File: config.mk
export PLATFORM = sky130hd
export DESIGN_NAME = product_replace_reg_flat
export DESIGN_NICKNAME = d
export VERILOG_FILES = /design/src/rtl/product_replace_reg_if.sv /design/src/rtl/product_replace_reg.sv /design/src/flat_wrapper.sv
export SDC_FILE = /design/constraint.sdc
export NUM_CORES = 1
export LEC_CHECK = 0
export CORE_MARGIN = 1
export CORE_UTILIZATION = 30
export DETAILED_ROUTE_END_ITERATION = 8
export SYNTH_ARGS = -nofsm -noshare
export SYNTH_HDL_FRONTEND = slang
export SYNTH_SLANG_ARGS = --single-unit
File: constraint.sdc
create_clock -name CLK -period 3.8 [get_ports CLK]
set_input_delay 0.38 -clock CLK [delete_from_list [all_inputs] [get_ports CLK]]
set_output_delay 0.38 -clock CLK [all_outputs]
set_load 0.1 [all_outputs]
File: src/rtl/product_replace_reg_if.sv
// Bundle of the update and snapshot handshakes for product_replace_reg.
//
// Signals:
//   upd_valid  : update request valid (producer -> register)
//   upd_ready  : update accepted when upd_valid & upd_ready (register -> producer)
//   upd_mask   : per-field replace enable, NFIELDS bits
//   upd_data   : replacement field values, NFIELDS*WIDTH bits
//   snap_valid : snapshot available (register -> consumer)
//   snap_ready : consumer accepts the head snapshot
//   snap_data  : oldest queued snapshot, NFIELDS*WIDTH bits
//
// Modports: master = producer/consumer side, slave = the register itself.
interface product_replace_reg_if #(
  parameter int unsigned WIDTH   = 1,
  parameter int unsigned NFIELDS = 2
);
  logic                     upd_valid;
  logic                     upd_ready;
  logic [NFIELDS-1:0]       upd_mask;
  logic [NFIELDS*WIDTH-1:0] upd_data;
  logic                     snap_valid;
  logic                     snap_ready;
  logic [NFIELDS*WIDTH-1:0] snap_data;

  modport master (
    output upd_valid, upd_mask, upd_data, snap_ready,
    input  upd_ready, snap_valid, snap_data
  );

  modport slave (
    input  upd_valid, upd_mask, upd_data, snap_ready,
    output upd_ready, snap_valid, snap_data
  );
endinterface

File: src/rtl/product_replace_reg.sv
// Product-type state register of NFIELDS fields, WIDTH bits each, with
// masked field replacement and an ordered FIFO of post-update snapshots.
//
// Ports:
//   CLK       : clock, all state changes on the rising edge
//   RESET     : synchronous active-high reset (state := INIT, FIFO emptied)
//   bus       : product_replace_reg_if.slave (update and snapshot handshakes)
//   O         : live state, straight from the state register
//   upd_count : accepted-update counter, wraps modulo 2^CNT_WIDTH
//               (present only when PRODUCT_REPLACE_COUNT_EN is defined)
//
// Optional feature macro: PRODUCT_REPLACE_COUNT_EN
module product_replace_reg #(
  parameter int unsigned              WIDTH      = 1,
  parameter int unsigned              NFIELDS    = 2,
  parameter logic [NFIELDS*WIDTH-1:0] INIT       = '1,
  parameter int unsigned              SNAP_DEPTH = 2,
  parameter int unsigned              CNT_WIDTH  = 16
) (
  input  logic                      CLK,
  input  logic                      RESET,
  product_replace_reg_if.slave      bus,
  output logic [NFIELDS*WIDTH-1:0]  O
`ifdef PRODUCT_REPLACE_COUNT_EN
  ,
  output logic [CNT_WIDTH-1:0]      upd_count
`endif
);

  localparam int unsigned DW = NFIELDS * WIDTH;
  localparam int unsigned PW = $clog2(SNAP_DEPTH);
  localparam int unsigned CW = PW + 1;

  // Depth must be a power of two so the pointers wrap naturally.
  if ((SNAP_DEPTH < 2) || ((SNAP_DEPTH & (SNAP_DEPTH - 1)) != 0) ||
      (CNT_WIDTH == 0)) begin : g_bad_cfg
    $error("product_replace_reg: SNAP_DEPTH must be a power of two >= 2 and CNT_WIDTH > 0");
  end

  logic [DW-1:0] state_q, state_d;
  logic [DW-1:0] mem_q [SNAP_DEPTH];
  logic [PW-1:0] wr_ptr_q, rd_ptr_q;
  logic [CW-1:0] count_q, count_d;
  logic          accept;
  logic          pop;

  // Ready depends only on registered occupancy and RESET, never on snap_ready.
  always_comb begin
    bus.upd_ready  = !RESET && (count_q < CW'(SNAP_DEPTH));
    bus.snap_valid = (count_q != '0);
    bus.snap_data  = mem_q[rd_ptr_q];
    accept         = bus.upd_valid && bus.upd_ready;
    pop            = bus.snap_valid && bus.snap_ready;
  end

  always_comb begin
    state_d = state_q;
    if (accept) begin
      for (int unsigned i = 0; i < NFIELDS; i++) begin
        if (bus.upd_mask[i]) begin
          state_d[i*WIDTH +: WIDTH] = bus.upd_data[i*WIDTH +: WIDTH];
        end
      end
    end
  end

  always_comb begin
    count_d = count_q;
    unique case ({accept, pop})
      2'b10:   count_d = count_q + CW'(1);
      2'b01:   count_d = count_q - CW'(1);
      default: count_d = count_q;
    endcase
  end

  always_ff @(posedge CLK) begin
    if (RESET) begin
      state_q  <= INIT;
      wr_ptr_q <= '0;
      rd_ptr_q <= '0;
      count_q  <= '0;
    end else begin
      state_q <= state_d;
      if (accept) wr_ptr_q <= wr_ptr_q + PW'(1);
      if (pop)    rd_ptr_q <= rd_ptr_q + PW'(1);
      count_q <= count_d;
    end
  end

  // Snapshot storage needs no reset: occupancy alone qualifies the contents.
  // The pushed value is state_d so the entry equals S after this same edge.
  always_ff @(posedge CLK) begin
    if (accept) mem_q[wr_ptr_q] <= state_d;
  end

  assign O = state_q;

`ifdef PRODUCT_REPLACE_COUNT_EN
  logic [CNT_WIDTH-1:0] upd_count_q;

  always_ff @(posedge CLK) begin
    if (RESET)       upd_count_q <= '0;
    else if (accept) upd_count_q <= upd_count_q + CNT_WIDTH'(1);
  end

  assign upd_count = upd_count_q;
`endif

endmodule

File: src/flat_wrapper.sv
// flat-port wrapper written by rule: the top's interface ports become plain ports
module product_replace_reg_flat 
#(
  parameter int unsigned              WIDTH      = 1,
  parameter int unsigned              NFIELDS    = 2,
  parameter logic [NFIELDS*WIDTH-1:0] INIT       = '1,
  parameter int unsigned              SNAP_DEPTH = 2,
  parameter int unsigned              CNT_WIDTH  = 16
)
  (CLK, RESET, O, bus_upd_valid, bus_upd_mask, bus_upd_data, bus_snap_ready, bus_upd_ready, bus_snap_valid, bus_snap_data);
  product_replace_reg_if #(.WIDTH(WIDTH), .NFIELDS(NFIELDS)) bus_i ();
  input  logic CLK;
  input  logic RESET;
  output logic [NFIELDS*WIDTH-1:0] O;
  input wire logic [$bits(bus_i.upd_valid)-1:0] bus_upd_valid;
  input wire logic [$bits(bus_i.upd_mask)-1:0] bus_upd_mask;
  input wire logic [$bits(bus_i.upd_data)-1:0] bus_upd_data;
  input wire logic [$bits(bus_i.snap_ready)-1:0] bus_snap_ready;
  output wire logic [$bits(bus_i.upd_ready)-1:0] bus_upd_ready;
  output wire logic [$bits(bus_i.snap_valid)-1:0] bus_snap_valid;
  output wire logic [$bits(bus_i.snap_data)-1:0] bus_snap_data;
  assign bus_i.upd_valid = bus_upd_valid;
  assign bus_i.upd_mask = bus_upd_mask;
  assign bus_i.upd_data = bus_upd_data;
  assign bus_i.snap_ready = bus_snap_ready;
  assign bus_upd_ready = bus_i.upd_ready;
  assign bus_snap_valid = bus_i.snap_valid;
  assign bus_snap_data = bus_i.snap_data;
  product_replace_reg #(.WIDTH(WIDTH), .NFIELDS(NFIELDS), .INIT(INIT), .SNAP_DEPTH(SNAP_DEPTH), .CNT_WIDTH(CNT_WIDTH)) u_core (.CLK(CLK), .RESET(RESET), .bus(bus_i), .O(O));
endmodule
* Word level (Yosys, flattened, before mapping)
Memories as Yosys holds them, arrays and structs flattened. A register that Yosys moved wholly into a read port is not among the register bits. Index checks and enable logic that the tools add are counted.
Storage, ports and cells: bits in registers 6, output and inout port bits 6, input bits 8, ROM bits 0, RAM bits 4, logic and storage cells 26, memories 1, bits in latches 0
Cells by class: eq/ne operators 2, bitwise logic cells 0, divide/modulo/power cells 0, add/subtract/negate cells 4, reduce and logical (&&, ||, !) cells 6, multipliers 0, mux-type cells 8, shift-type cells 0, $lt $le $gt $ge 1
Memory list:
- u_core.mem_q | depth 2, width 2, read ports 1, clocked after memory_dff 1, write ports 1, line product_replace_reg.sv:41 | logic [DW-1:0] mem_q [SNAP_DEPTH];
Operator list (count):
- 2-to-1 mux 1 bit | 6
- one-hot mux 2 bit (2 select lines) | 1
- nonzero test 2 bit | 2
- logical AND 1 bit | 3
- adder 1 bit (second input constant) | 2
- adder 2 x 1 -> 2 bit (second input constant) | 1
- == test 2 x 1 -> 1 bit (second input constant) | 1
- == test 2 bit (second input constant) | 1
- < comparator 2 bit (second input constant) | 1
- 2-to-1 mux 2 bit | 1
- subtractor 2 x 1 -> 2 bit (second input constant) | 1
- logical NOT 1 bit | 1

* Logic depth before layout (Yosys ltp)
Gate-level depths: netlist of run 1.
depth in word-level cells 5, mapped depth 7, gate-level depth less buffers 6

* Least setup slack after synthesis of run 1
OpenSTA, ideal clock, no wires.
path kind input to register, from input port RESET, to register u_core.count_q[1], path slack 1.749 ns, data arrival time 1.981 ns, cell stages on the path 6, library setup time 0.070 ns, path buffers 1, data required time 3.730 ns, cell sequence buf_2 > nor2_4 > nand2_1 > ha_1 > or3_1 > a21oi_1
Between the ends: cells in the longest elaborated chain, start to end 5, elaborated cells on any way between the ends 7, those cells by class 2 x eq/ne; 1 x mux; 4 x reduce/logical
Ends and longest elaborated chain:
- start: declaration | line flat_wrapper.sv:13 | input logic RESET;
- logical NOT 1 bit * | line product_replace_reg.sv:49 | bus.upd_ready = !RESET && (count_q < CW'(SNAP_DEPTH));
- logical AND 1 bit * | line product_replace_reg.sv:49
- named net bus_upd_ready | line flat_wrapper.sv:19 | output wire logic [$bits(bus_i.upd_ready)-1:0] bus_upd_ready;
- logical AND 1 bit * | line product_replace_reg.sv:52 | accept = bus.upd_valid && bus.upd_ready;
- == test 2 x 1 -> 1 bit / == test 2 bit (equally long branches) | line product_replace_reg.sv:69 | unique case ({accept, pop})
- one-hot mux 2 bit (2 select lines) / nonzero test 2 bit (equally long branches)
- end signal: assignment | line product_replace_reg.sv:86 | count_q <= count_d;
- end: declaration | line product_replace_reg.sv:43 | logic [CW-1:0] count_q, count_d;
Mark *: on every way through the listed nets, which the timed path passes. The rest lies on a longest branch. A chain may end at the register's enable or synchronous reset.

* Worst setup path in the final report of run 1
from register u_core.count_q[1], to output port bus_snap_valid
Between the ends: cells in the longest elaborated chain, start to end 1
Ends and longest elaborated chain:
- nonzero test 2 bit | line product_replace_reg.sv:50 | bus.snap_valid = (count_q != '0);
- end: declaration | line flat_wrapper.sv:20 | output wire logic [$bits(bus_i.snap_valid)-1:0] bus_snap_valid;
No other way between the ends.

==> reports/qor.yml, run 1 <==
highest_layer: "met3"
synth_top_family_by_area: "simple AND/OR/NAND/NOR gates"
synth-adder-area-share: 0.0257
nets: 67
dieArea_um2: 1790
post_drt_via_cell_ratio: 4.85
critPathKind: "reg -> out"
rsz0062_at_grt: "false"
drt_wl_total_um: 817
crit_slowest_cell: "clkdlybuf4s50_1"
synth_compound_area_frac: 0.108
path_max_fanout: 6
cts_sinks: 11
power_density_nw_per_um2: 767
grt_overflow_total: 0
wl_met2_um: 379
synth-simple-area-share: 0.157
yosysSeqAreaShare: 0.535
status: "finished, final reports clean"
tns_ns: 0
worstSetupStartpointType: "flop"
final_cell_mix: "clkdlybuf4s50_1 (12), dfxtp_1 (7), nor2_1 (5), mux2_2 (4), edfxtp_1 (4)"
grt_pass1_wl_um: 1370
path_clk_slew_ns: 0.07
p_total_uw: 503
stdcell_area_um2: 656
cts_buffers: 3
cp_top_family: "buffers and inverters"
num_vias: 354
core_um2: 1510
synth-seq-cells: 11
worstHoldPathType: "reg -> reg"
postCtsResizedCells: 0
drc_errors: 0
area_delta_synth_final_pct: 34.7
cts_htree_levels: 1
finClkSkew_ns: 0.00688
layout_commonest_cell: "clkdlybuf4s50_1"
fmax_ghz: 0.415
yosysWarnings: 0
finalHoldViolCount: 0
wl_met1_um: 375
utilization: 0.435
fillCellCount: 157
track_usage: 0.107
p_leak_nw: 0.240
grt_max_degree: 9
fin_cells: 73
arrival_ns: 2.03
antenna_left: 0
clk_path_buf_depth: 2
grt_pass1_vias: 338
maxCapViolations: 0
synth_cell_types: 20
place_congestion: 0.700
place_inst: 69
synthXorXnorAreaFrac: 0.0720
irDropWorstVdd_uv: 331
synth_cells: 41
synth_nets: 50
start_util: 0.323
dr.first_iter.drc_count: 5
drive_gt1_frac: 0.193
synthMuxAreaShare: 0.0925
die_y_um: 42.3
post-dp-hpwl_um: 618
fp-row-count: 14
drt_first_pass_iters: 4
io_buffers: 13
worstMarginPinSlew_ns: 0.969
synth_area_um2: 487
cts_setup_buffers: 0
crit_chain: "or2_2 > clkdlybuf4s50_1"
num_io_pins: 14
wl_met3_um: 63
min_period_over_period: 0.635
wl_per_cell_um: 11.2
setup_violations: 0
antenna_found_initial: 0
period_minus_slack_ns: 2.41
final_max_slew_viol_count: 0
cts_hold_buf: 0
crit_path_end_kind: "output port"
critPathBufInv: 1
postSynthAreaPerCell_um2: 11.9
max-slew-margin-rel: 0.352
place_area_um2: 629
cp.required_ns: 3.42
clock-root-buffer: "clkbuf_4"
slowest_delay_ns: 1.11
cts_tree: "done"
die_width_um: 42.3
diodes: 0
clkLatencyLatePin_ns: 0.27
==> logic make-up (layout without fill, tap and decap cells) <==
| group | count (synthesis) | count (layout) |
|---|---|---|
| flops | 11 | 11 |
| buf+inv | 1 | 17 |
| mux | 4 | 4 |
| xor+xnor | 4 | 4 |
| compound gates | 7 | 7 |
| fa+ha+maj | 1 | 1 |
| simple gates | 13 | 13 |
==> path summary, 6_finish.rpt <==
kind / depth (start not counted) / end / start / slack, ns
hold / removal: 2 / u_core.rd_ptr_q / u_core.rd_ptr_q / 0.52
setup reg to reg: 5 / u_core.count_q[1] / u_core.count_q[1] / 2.24
setup / recovery: 2 / bus_snap_valid / u_core.count_q[1] / 1.39
hold reg to reg: 2 / u_core.rd_ptr_q / u_core.rd_ptr_q / 0.52
==> registers in the layout (all words and copies together), names as in the netlist, named ones only <==
name             cells
u_core.count_q       2
u_core.wr_ptr_q      1
u_core.rd_ptr_q      1
u_core.mem_q         4
u_core.O             2
==> synthesized netlist by cell type <==
cell      number  share of area
a21oi_1        1          0.010
nor2_1         5          0.039
a311o_1        2          0.041
o21a_1         1          0.015
buf_2          1          0.010
nor2_4         1          0.023
o21ai_0        1          0.010
and3_1         1          0.013
nand3_1        2          0.021
nor2b_4        1          0.028
a21boi_1       2          0.031
dfxtp_1        7           0.29
xnor2_1        3          0.054
or2_2          1          0.013
mux2_2         4          0.093
xor2_1         1          0.018
edfxtp_1       4           0.25
nand2_1        1         0.0077
ha_1           1          0.026
or3_1          1          0.013
==> worst register-to-register path: cells and delay by family (launching register included) <==
kind | cells | cell delay [ns]
flip-flops | 1 | 0.39
AND/OR/NAND/NOR | 3 | 0.63
AO/OA/AOI/OAI | 1 | 0.15
adder cells (fa/ha/maj) | 1 | 0.32
==> stage by stage <==
| step | worst slack [ns] | hold slack [ns] |
|---|---|---|
| final | 1.39 | 0.522 |
| after global routing | 1.32 | 0.556 |
| after CTS | 1.37 | 0.531 |
| after detailed placement | 1.64 | 0.509 |
| after global placement | 1.64 | 0.493 |
| after floorplan | 1.75 | 0.481 |
==> power breakdown <==
part	switching, mW	internal [mW]
Clock	0.0392	0.0406
Combinational	0.171	0.0818
Sequential	0.0219	0.148
==> routing by layer <==
| layer | vias up | track usage |
|---|---|---|
| li1 | 182 | - |
| met1 | 160 | 0.119 |
| met2 | 12 | 0.166 |
| met3 | 0 | 0.0776 |
| met4 | 0 | 0.0188 |
| met5 | - | 0 |
==> cell type report <==
| class | instances | area, um2 | share of cell area |
|---|---|---|---|
| multi-input combinational | 29 | 221 | 0.338 |
| tap | 16 | 20.0 | 0.0305 |
| sequential | 11 | 260 | 0.397 |
| clock buffer | 4 | 26.3 | 0.0401 |
| timing repair buffer | 13 | 128 | 0.195 |
(Power assumes the default switching activity.)
==> run 2, diff against run 1 <==
- clock period: 3.8 -> 2 ns (I/O delays scaled with it)
==> run 2 against run 1 <==
  * Utilization up 1.0 points
  * Routed wire length up 0.73%
  * Critical path depth up 2
  * First-iteration DRC count up 60%
==> reports/qor.yml, run 2 (same netlist as run 1, synthesis figures left out) <==
die_y_um: 42.3  # unchanged
cts_sinks: 11  # unchanged
place_area_um2: 644  # +2.4%
die_width_um: 42.3  # unchanged
track_usage: 0.119  # +0.0126
cts_buffers: 3  # unchanged
grt_overflow_total: 0  # unchanged
drc_errors: 0  # unchanged
maxCapViolations: 0  # unchanged
clkLatencyLatePin_ns: 0.26  # about the same
antenna_left: 0  # unchanged
max-slew-margin-rel: 0.801  # +0.449
finClkSkew_ns: 0.00260  # -0.00428 ns
cp-startpoint: "u_core.count_q[1]"
setup_violations: 0  # unchanged
grt_pass1_vias: 340  # +0.59%
num_io_pins: 14  # unchanged
cts_tree: "done"
cts_hold_buf: 0  # unchanged
postCtsResizedCells: 0  # unchanged
min_period_over_period: 0.766
critPathKind: "reg -> reg"
dieArea_um2: 1790  # unchanged
hp-start: "u_core.rd_ptr_q"
stdcell_area_um2: 671  # +2.3%
period_minus_slack_ns: 1.53
final_cell_mix: "dfxtp_1 (7), clkdlybuf4s50_1 (7), buf_4 (7), nor2_1 (5)"
setup_ws_ns: 0.467  # -0.921 ns
io_buffers: 13  # unchanged
drt_first_pass_iters: 4  # unchanged
drt_wl_total_um: 823  # +0.73%
place_congestion: 0.658  # -6.1%
grt_max_degree: 8  # -1
clk_path_buf_depth: 2  # unchanged
worstMarginPinSlew_ns: 0.297  # -0.671 ns
tns_ns: 0  # unchanged
worstHoldPathType: "reg -> reg"
post-dp-hpwl_um: 650  # +5.1%
irDropWorstVdd_uv: 695  # +110%
p_leak_nw: 0.257  # +7.1%
cp.required_ns: 2.20  # -1.22 ns
final_max_slew_viol_count: 0  # unchanged
fmax_ghz: 0.652
power_density_nw_per_um2: 1430  # +87%
antenna_found_initial: 0  # unchanged
start_util: 0.323  # unchanged
nets: 69  # +3.0%
largest_register: "u_core.mem_q"
path_clk_slew_ns: 0.07  # about the same
pre_cts_ws_ns: 0.241  # -1.39 ns
post_drt_via_cell_ratio: 4.83  # -0.47%
path_max_fanout: 6  # unchanged
area_delta_synth_final_pct: 37.8
diodes: 0  # unchanged
drive_gt1_frac: 0.305  # +0.112
finalHoldViolCount: 0  # unchanged
cts_htree_levels: 1  # unchanged
core_um2: 1510  # unchanged
clock-root-buffer: "clkbuf_4"
dr.first_iter.drc_count: 8  # +3
utilization: 0.445  # +0.00997
cts_setup_buffers: 0  # unchanged
num_vias: 362  # +2.3%
status: "finished, final reports clean"
rsz0062_at_grt: "false"
p_total_uw: 962  # +91%
fp-row-count: 14  # unchanged
wl_per_cell_um: 11.0  # -2.0%
arrival_ns: 1.73  # -0.30 ns
grt_pass1_wl_um: 1560  # +14%
r2r-start: "u_core.count_q[1]"
worstSetupStartpointType: "flop"
largest_reg_flops: 4  # unchanged
crit_path_end_kind: "flop"
[run 2: per-stage QoR]
step	hold slack, ns	instances
final	0.518	75
after global routing	0.547	75
after CTS	0.528	75
after detailed placement	0.505	71
after global placement	0.495	71
after floorplan	0.353	41
[run 2: report_power, final]
| group | total (mW) | switching, mW | internal (mW) |
|---|---|---|---|
| Clock | 0.150 | 0.0728 | 0.0771 |
| Combinational | 0.489 | 0.327 | 0.162 |
| Sequential | 0.323 | 0.0409 | 0.282 |
| Total | 0.962 | 0.441 | 0.521 |
[run 2: critical path, cell delays in order, from the launching register on]
cell and delay (ns):
dfxtp_1 0.49, o21a_1 0.22, ha_1 0.27, or3_1 0.35, a21oi_1 0.14
[run 2: final cells by class]
cell class	count	area, um2
Fill cell	155	836
Sequential cell	11	260
Multi-Input combinational cell	29	221
Timing Repair Buffer	15	143
Clock buffer	4	26.3
Tap cell	16	20.0
[run 2: path summary, 6_finish.rpt]
path / to / depth (start not counted) / slack [ns]
hold reg to reg: u_core.rd_ptr_q / 2 / 0.52
setup reg to reg: u_core.count_q[1] / 4 / 0.47
setup / recovery: u_core.count_q[1] / 4 / 0.47
hold / removal: u_core.rd_ptr_q / 2 / 0.52
[run 2: layer usage]
| metal | vias to the layer above | global-route usage | wire length, um |
|---|---|---|---|
| li1 | 184 | - | - |
| met3 | 0 | 0.0647 | 66 |
| met4 | 0 | 0.0375 | 0 |
| met1 | 166 | 0.152 | 379 |
| met2 | 12 | 0.172 | 377 |
| met5 | - | 0 | 0 |
==> run 3, diff against run 2 <==
- clock period: 2 -> 1.55 ns (I/O delays scaled with it)
==> run 3 against run 2 <==
  * Total power is 48% higher
  * Utilization rose by 7.7 points
  * Combinational power up 64%
  * First-iteration DRC count decreased by 25%
  * Design area increased by 17%
  * Clock power grew 29%
  * Highest routed layer unchanged
==> reports/qor.yml, run 3 (same netlist as run 1, synthesis figures left out) <==
postCtsResizedCells: 0  # unchanged
path_clk_slew_ns: 0.07  # about the same
cts_buffers: 3  # unchanged
dieArea_um2: 1790  # unchanged
status: "finished, final reports clean"
critPathBufInv: 0  # unchanged
final_max_slew_viol_count: 0  # unchanged
crit_chain: "o21a_1 > ha_4 > xnor2_1 > or3_1 > a21oi_1"
internal_power_uw: 807  # +55%
use_met1: 0.163  # +0.0108
cts_hold_buf: 0  # unchanged
setup_violations: 0  # unchanged
grt_pass1_vias: 367  # +7.9%
cts_sinks: 11  # unchanged
largest_reg_flops: 4  # unchanged
worstSetupStartpointType: "flop"
track_usage: 0.127  # +0.00806
cp.required_ns: 1.75  # -0.45 ns
fillCellCount: 143  # -7.7%
grt_max_degree: 8  # unchanged
fp-row-count: 14  # unchanged
clk_path_buf_depth: 2  # unchanged
die_y_um: 42.3  # unchanged
tns_ns: 0  # unchanged
crit_path_end_kind: "flop"
clock-root-buffer: "clkbuf_4"
io_buffers: 13  # unchanged
grtUsageMet2: 0.188  # +0.0154
dr.first_iter.drc_count: 6  # -2
area_delta_synth_final_pct: 61.7
num_io_pins: 14  # unchanged
switching_share: 0.432  # -0.0260
p_switching_uw: 615  # +39%
drt_wl_total_um: 937  # +14%
largest_register: "u_core.mem_q"
min_period_over_period: 0.921  # +0.154
core_um2: 1510  # unchanged
arrival_ns: 1.62  # -0.11 ns
crit_slowest_cell: "dfxtp_2"
setup_ws_ns: 0.123  # -0.344 ns
num_vias: 379  # +4.7%
cp_top_family: "compound AO/OA/AOI/OAI gates"
final_cell_mix: "clkdlybuf4s50_1 (7), buf_4 (7), dfxtp_1 (6), buf_12 (6), nor2_1 (5)"
drt_first_pass_iters: 3  # -1
slowest_delay_ns: 0.36  # -0.13 ns
die_width_um: 42.3  # unchanged
fmax_ghz: 0.701  # +7.4%
seq_power_share: 0.298  # -0.038
power_density_nw_per_um2: 1810  # +26%
clkLatencyLatePin_ns: 0.27  # about the same
pre_cts_ws_ns: -0.0924  # -0.334 ns
finalHoldViolCount: 0  # unchanged
worstMarginPinSlew_ns: 0.211  # -0.0859 ns
cts_htree_levels: 1  # unchanged
antenna_found_initial: 0  # unchanged
post_drt_via_cell_ratio: 4.74  # -1.8%
grt_pass1_wl_um: 1630  # +4.4%
grt_overflow_total: 0  # unchanged
cts_tree: "done"
finClkSkew_ns: 0.00210  # -0.000495 ns
maxCapViolations: 0  # unchanged
cts_setup_buffers: 0  # unchanged
use_met3: 0.0776  # +0.0129
worst-r2r-setup-slack_ns: 0.12  # -0.34 ns
worstHoldPathType: "reg -> reg"
nets: 74  # +7.2%
start_util: 0.323  # unchanged
drive_gt1_frac: 0.406  # +0.101
grt_busiest_layer: "met2"
diodes: 0  # unchanged
irDropWorstVdd_uv: 751  # +8.2%
place_congestion: 0.710  # +8.0%
critPathKind: "reg -> reg"
antenna_left: 0  # unchanged
p_leak_nw: 0.307  # +19%
period_minus_slack_ns: 1.43  # -0.106 ns
p_comb_frac: 0.566  # +0.058
max-slew-margin-rel: 0.858  # +0.0565
drc_errors: 0  # unchanged
clockPowerShare: 0.137  # -0.019
path_max_fanout: 6  # unchanged
wl_per_cell_um: 11.7  # +6.7%
rsz0062_at_grt: "false"
## run 3: cell types whose count changed in the layout (fill, tap and decap cells not counted), sizes merged
cell | before | now
buf | 8 | 13
## run 3: cell type report
class | count | area [um2] | share of cell area
tap | 16 | 20.0 | 0.0254
clock buffer | 4 | 26.3 | 0.0334
multi-input combinational | 29 | 236 | 0.300
timing repair buffer | 20 | 243 | 0.308
sequential | 11 | 262 | 0.332
## run 3: routing by layer
metal | wire [um] | vias up
met4 | 0 | 0
met1 | 419 | 180
met5 | 0 | -
met2 | 473 | 6
met3 | 44 | 0
li1 | - | 193
## run 3: per-stage QoR
stage,instance area [um2],util,instances,total power [mW],hold slack (ns)
detailed placement,761,0.505,76,1.24,0.511
global route,787,0.522,80,1.49,0.544
floorplan,503,-,41,0.936,0.308
CTS,787,0.522,80,1.44,0.529
finish,787,0.522,80,1.42,0.522
global placement,761,0.505,76,1.22,0.498
## run 3: path summary, 6_finish.rpt
check,startpoint,endpoint,depth (start not counted)
min,u_core.rd_ptr_q,flop,2
min reg2reg,u_core.rd_ptr_q,flop,2
max reg2reg,u_core.count_q[1],u_core.count_q[1],5
max,u_core.count_q[1],u_core.count_q[1],5
## run 3: power groups by stage
stage	clock [mW]	sequential (mW)	combinational, mW
5_1_grt	0.219	0.433	0.834
3_3_place_gp	0	0.429	0.795
4_1_cts	0.204	0.425	0.809
3_5_place_dp	0	0.431	0.804
2_1_floorplan	0	0.459	0.477
6_report	0.194	0.423	0.804
## run 3: tightest hold or removal path: cells and delay by family, from the launching register on
family,cells,cell delay [ns]
DFF,1,0.33
xor gates and xnor gates,1,0.08
and+or+nand+nor,1,0.08
